[src/rtl/param_fifo.sv]
// Parameterised synchronous FIFO with registered status flags and a selectable
// read mode: registered read (FWFT=0) or first-word-fall-through (FWFT=1).
module param_fifo #(
  parameter int DATA_W   = 8,
  parameter int ADDR_W   = 4,
  parameter int AF_LEVEL = 12,
  parameter int AE_LEVEL = 4,
  parameter int FWFT     = 0
) (
  input  logic              clk,
  input  logic              reset,
  input  logic              wr_en,
  input  logic [DATA_W-1:0] wr_data,
  input  logic              rd_en,
  output logic [DATA_W-1:0] rd_data,
  output logic              rd_valid,
  output logic              empty,
  output logic              full,
  output logic              almost_full,
  output logic              almost_empty,
  output logic [ADDR_W:0]   count,
  output logic              overflow,
  output logic              underflow
);

  localparam int DEPTH = 2 ** ADDR_W;
  localparam logic [ADDR_W:0] DEPTH_C = (ADDR_W + 1)'(DEPTH);
  localparam logic [ADDR_W:0] AF_C    = (ADDR_W + 1)'(AF_LEVEL);
  localparam logic [ADDR_W:0] AE_C    = (ADDR_W + 1)'(AE_LEVEL);
  localparam logic [ADDR_W:0] ONE_C   = (ADDR_W + 1)'(1);

  logic [DATA_W-1:0] mem [DEPTH];
  logic [ADDR_W:0]   wr_ptr;
  logic [ADDR_W:0]   rd_ptr;
  logic [ADDR_W:0]   count_nxt;
  logic              rd_acc;
  logic              wr_acc;

  // A write into a full FIFO is allowed when the head is leaving the same cycle.
  assign rd_acc = rd_en & ~empty;
  assign wr_acc = wr_en & (~full | rd_acc);

  always_comb begin
    count_nxt = count;
    case ({wr_acc, rd_acc})
      2'b10:   count_nxt = count + ONE_C;
      2'b01:   count_nxt = count - ONE_C;
      default: count_nxt = count;
    endcase
  end

  // Storage is never cleared; writes are blocked while reset is held.
  always_ff @(posedge clk) begin
    if (wr_acc && reset)
      mem[wr_ptr[ADDR_W-1:0]] <= wr_data;
  end

  always_ff @(posedge clk or negedge reset) begin
    if (!reset) begin
      wr_ptr       <= '0;
      rd_ptr       <= '0;
      count        <= '0;
      empty        <= 1'b1;
      full         <= 1'b0;
      almost_full  <= 1'b0;
      almost_empty <= 1'b1;
      overflow     <= 1'b0;
      underflow    <= 1'b0;
    end else begin
      if (wr_acc) wr_ptr <= wr_ptr + ONE_C;
      if (rd_acc) rd_ptr <= rd_ptr + ONE_C;
      count        <= count_nxt;
      empty        <= (count_nxt == '0);
      full         <= (count_nxt == DEPTH_C);
      almost_full  <= (count_nxt >= AF_C);
      almost_empty <= (count_nxt <= AE_C);
      overflow     <= wr_en & ~wr_acc;
      underflow    <= rd_en & ~rd_acc;
    end
  end

  generate
    if (FWFT == 0) begin : g_std
      logic [DATA_W-1:0] rd_data_p1;
      logic              vld_p1;

      // Read stage: head entry captured on an accepted read, held otherwise.
      always_ff @(posedge clk or negedge reset) begin
        if (!reset) begin
          rd_data_p1 <= '0;
          vld_p1     <= 1'b0;
        end else begin
          vld_p1 <= rd_acc;
          if (rd_acc)
            rd_data_p1 <= mem[rd_ptr[ADDR_W-1:0]];
        end
      end

      assign rd_data  = rd_data_p1;
      assign rd_valid = vld_p1;
    end else begin : g_fwft
      // Head is shown combinationally; zero while empty so stale memory stays hidden.
      assign rd_data  = empty ? '0 : mem[rd_ptr[ADDR_W-1:0]];
      assign rd_valid = ~empty;
    end
  endgenerate

endmodule

[config.mk]
export PLATFORM = sky130hd
export DESIGN_NAME = param_fifo
export DESIGN_NICKNAME = d
export VERILOG_FILES = /design/src/rtl/param_fifo.sv
export SDC_FILE = /design/constraint.sdc
export NUM_CORES = 1
export LEC_CHECK = 0
export CORE_ASPECT_RATIO = 0.75
export CORE_MARGIN = 2
export CORE_UTILIZATION = 54
export CTS_CLUSTER_SIZE = 14
export DETAILED_ROUTE_END_ITERATION = 8
export PLACE_DENSITY = 0.82
export REMOVE_ABC_BUFFERS = 1
export SLEW_MARGIN = 15
export SYNTH_ARGS = -nofsm -noshare
export SYNTH_HDL_FRONTEND = slang
export SYNTH_SLANG_ARGS = --single-unit
[constraint.sdc]
create_clock -name clk -period 2.6 [get_ports clk]
set_input_delay 0.39 -clock clk [delete_from_list [all_inputs] [get_ports clk]]
set_output_delay 0.39 -clock clk [all_outputs]
set_load 0.005 [all_outputs]
==> results <==
- The number of antenna diodes in the final layout is 0.
- The leakage power is ~2.7 nW.
- For this design the ratio of total power to cell area is around 1100 nW/um2.
- The final count of hold timing violations is 0.
- The floorplan step defined a die boundary enclosing between 10,000 and 15,000 um2.
- The top cell family by delay on the critical path is flip-flops.
- The number of iterations in the first detailed-routing pass is 7.
- Post-CTS repair changed the size of 0 cells.
- The detailed router's first-iteration violation count is approximately 440.
- After clock tree synthesis, the clock-pin slew on the worst setup and hold paths is around 0.070 ns.
- For this design, the CTS-stage hold fixing added 0 buffers.
- The synthesized netlist occupies a cell area of approximately 6300 um2.
- Summed over all failing endpoints, the final setup total negative slack is 0 ns.
- The wire-length estimate of the detail-placed layout is about 8600 um.
- By count the netlist is led by sky130_fd_sc_hd__edfxtp_1 (128), sky130_fd_sc_hd__nor2_1 (31), sky130_fd_sc_hd__dfrtp_1 (26), sky130_fd_sc_hd__mux4_2 (25), sky130_fd_sc_hd__mux2i_1 (19).
- For this run, the slowest stage of the critical path takes ~0.57 ns.
- In this run the post-CTS setup repair buffer count came out at 0.
- The vias after detailed routing is 3,477.
- The cell sitting at the root of the clock tree is a sky130_fd_sc_hd__clkbuf_16.
- The filler cells instantiated in the layout total 759.
- The Yosys step of the flow raised 0 warnings.
- Among all stages on the critical path, the largest delay is contributed by sky130_fd_sc_hd__dfstp_2.
- Across the whole layout, storage elements account for between 4000 and 5000 um2.
- The count of distinct cell types in the synthesized netlist is 43.
- The sequential share of the synthesized area is roughly 72%.
- The max-slew violation total from the final report is 0.
- Of the available clock period, the critical path in the final layout requires between 90 and 100%.
- The final period demand of the worst path is 2.52 ns.
- Yosys attributes the largest share of cell area to sky130_fd_sc_hd__edfxtp_1 (61%), sky130_fd_sc_hd__dfrtp_1 (10%), sky130_fd_sc_hd__mux4_2 (9.0%).
- The congestion estimate from routability-driven global placement came to around 0.76.
- The number of sinks on the clock net is ~160.
- The leftover overflow at the end of global routing is 0.
- The number of setup violations in the final report is 0.
- Of all flip-flops after synthesis, the portion carrying an async set or reset was between 10% and 20%.
- In this run the remaining antenna-violating nets after routing total 0.
- The site row count is 34.
- VDD sags by at most between 0.8 and 0.9 mV.
- Once layout is complete, the cells apart from fillers number between 500 and 600.
- The worst clock skew is between 0.006 and 0.007 ns.
- The number of remaining DRC errors is 0.
- The wire length reported by the detailed router is 13,200 um.
- The fraction of final layout cells with drive strength greater than 1 is a little over a quarter.
- At the end of the flow the core is filled with cells to 65.8%.
- The normalized max-slew margin is approximately half.
- The peak fanout along the critical path is 5.
- The share of the synthesized area in the top cell type is about three fifths.
- Walking the worst path, the cells encountered are nand2b_4 > buf_4 > inv_1 > ha_1 > xor2_1 > ha_2 > nor2_2 > o31ai_2 > o211ai_2 > xnor2_2 > nor4b_4.
- The per-cell via count in the routed design is a little under 6.
- The synthesized design spends more area on one cell type than any other, namely sky130_fd_sc_hd__edfxtp_1.
- In the synthesized netlist the dominant register cell turns out to be sky130_fd_sc_hd__edfxtp_1.
- The first-pass GRT wire length is ~20,000 um.
- Setup repair after global routing could not meet its margin everywhere.
- In the synthesized netlist, the number of instances is about 350.
- A synthesized cell averages around 18 um2.
- From left edge to right edge, the die measures between 100 and 150 um.
- The critical path buffer and inverter count is 2.
- The number of primary I/O pins is 32.
- The starting density of the core is between 50% and 60%.
- The kind of path behind the tightest hold check is in2async.
- The number of clock buffers added by TritonCTS is 17.
- For this run, the total global-route usage over all layers was measured as about 23%.
- The number of placed instances, taps included, is 551.
- The number of antenna violations at the first check in global routing came to 0.
- The pin slew with the least headroom to its limit is approximately 0.75 ns.
- The H-tree generated during clock tree synthesis spans 4 levels.
- In this run the deepest clock path goes through 2 buffers.
- Data on the critical path is required at its endpoint by 2.93 ns.
- The leading cell type by number of instances after synthesis is sky130_fd_sc_hd__edfxtp_1.
- Yosys mapped a number of flops with a built-in enable equal to roughly 130.
- The area growth from synthesis to layout is 20.3%.
- Dividing the detail-routed wire length by the instance count gives between 20 and 25 um.
- The maximum frequency from static timing analysis is a little under 0.4 GHz.
- The worst setup path is captured at a register.
- In this run the tool buffered the top-level ports with 31 buffer cells.
- The clock reaches the later pin of the worst-skew pair after 0.42 ns.
- The arrival time of data at the critical path endpoint is about 2.9 ns.
- The floorplan die height is just under 100 um.
- In the final layout, the multi-input gates occupy 1630 um2.
- The kind of start point of the critical path is a register.
- The clock tree from TritonCTS is built.
- Max-cap violations in this run came to 0.
- The flop and latch count out of synthesis is about 160.
- The flow ran to the end, and the final reports show no timing, DRC or antenna violations.
- By startpoint and endpoint, the worst setup path is classified as reg2reg.
- The largest net degree at the start of global routing is 25.
- The via count of the first global-routing pass was 3,575.
- The core region is ~11,000 um2.
- The worst-case hold slack is between 0.3 and 0.4 ns.
- The final layout contains approximately 450 nets.
cell usage in the layout, fill, tap and decap left out, types with 4 or more instances in the layout:
cell type,n
sky130_fd_sc_hd__clkinvlp_4,4
sky130_fd_sc_hd__a21oi_1,10
sky130_fd_sc_hd__nor3_1,5
sky130_fd_sc_hd__clkdlybuf4s50_1,31
sky130_fd_sc_hd__buf_4,38
sky130_fd_sc_hd__a221oi_1,4
sky130_fd_sc_hd__mux2_2,5
sky130_fd_sc_hd__a31oi_1,7
sky130_fd_sc_hd__mux4_2,25
sky130_fd_sc_hd__nor2_1,30
sky130_fd_sc_hd__inv_1,5
sky130_fd_sc_hd__mux2i_1,19
sky130_fd_sc_hd__xnor2_1,8
sky130_fd_sc_hd__edfxtp_1,128
sky130_fd_sc_hd__o21ai_0,8
sky130_fd_sc_hd__clkbuf_16,17
sky130_fd_sc_hd__nand2_1,15
sky130_fd_sc_hd__dfrtp_1,25
sky130_fd_sc_hd__ha_1,7
sky130_fd_sc_hd__nand3_1,5
stage by stage:
step	total power [W]	instance area, um2	setup slack, ns
floorplan	0.00484	6180	-0.114
global placement	0.00568	6960	-0.211
detailed placement	0.00580	6960	-0.363
CTS	0.00822	7530	0.00475
global route	0.00858	7560	-0.0554
finish	0.00822	7560	0.0778
final timing paths:
kind	start	to	slack, ns	depth (start not counted)
min in group clk	rd_data[7]	rd_data[7]	0.53	2
setup reg to reg	empty	full	0.08	11
hold / removal	reset	wr_ptr[3]	0.31	1
hold reg to reg	rd_data[7]	rd_data[7]	0.53	2
max in group asynchronous	reset	empty	1.52	2
setup / recovery	empty	full	0.08	11
power breakdown:
group / internal, W / total, W / switching [W]
registers: 0.00302 / 0.00335 / 0.000334
logic: 0.00124 / 0.00245 / 0.00121
clock network: 0.00141 / 0.00241 / 0.00100
cell type report:
| class | instances | area share, % |
|---|---|---|
| clock buffer | 18 | 5.68 |
| clock inverter | 14 | 1.94 |
| sequential | 156 | 60.2 |
| tap | 144 | 2.38 |
| multi-input combinational | 175 | 21.6 |
| inverter | 7 | 0.348 |
| timing repair buffer | 69 | 7.88 |
kinds of logic (layout without fill, tap and decap cells):
logic type | count (synthesis) | after routing | share of synthesized area (%)
buf+inv | 23 | 108 | 2.03
xor+xnor | 12 | 12 | 1.91
compound gates | 38 | 38 | 4.10
mux | 49 | 49 | 12.9
flops | 156 | 156 | 72.4
simple gates | 68 | 68 | 5.12
fa+ha+maj | 8 | 8 | 1.59
layer usage:
metal	global-route usage (%)	vias up	share of wire (%)
met4	9.20	0	1.8
met3	4.57	22	8.4
met2	34.9	174	49
met5	0	-	0
met1	32.8	1762	41
li1	-	1519	-
flip-flops by register name, summed over array words and instances, names as in the netlist:
signal,count
mem,128
rd_data,8
count,5
rd_ptr,4
wr_ptr,4
almost_empty,1
almost_full,1
empty,1
full,1
overflow,1
rd_valid,1
underflow,1
Note: power is estimated with default switching activity, not from simulation.
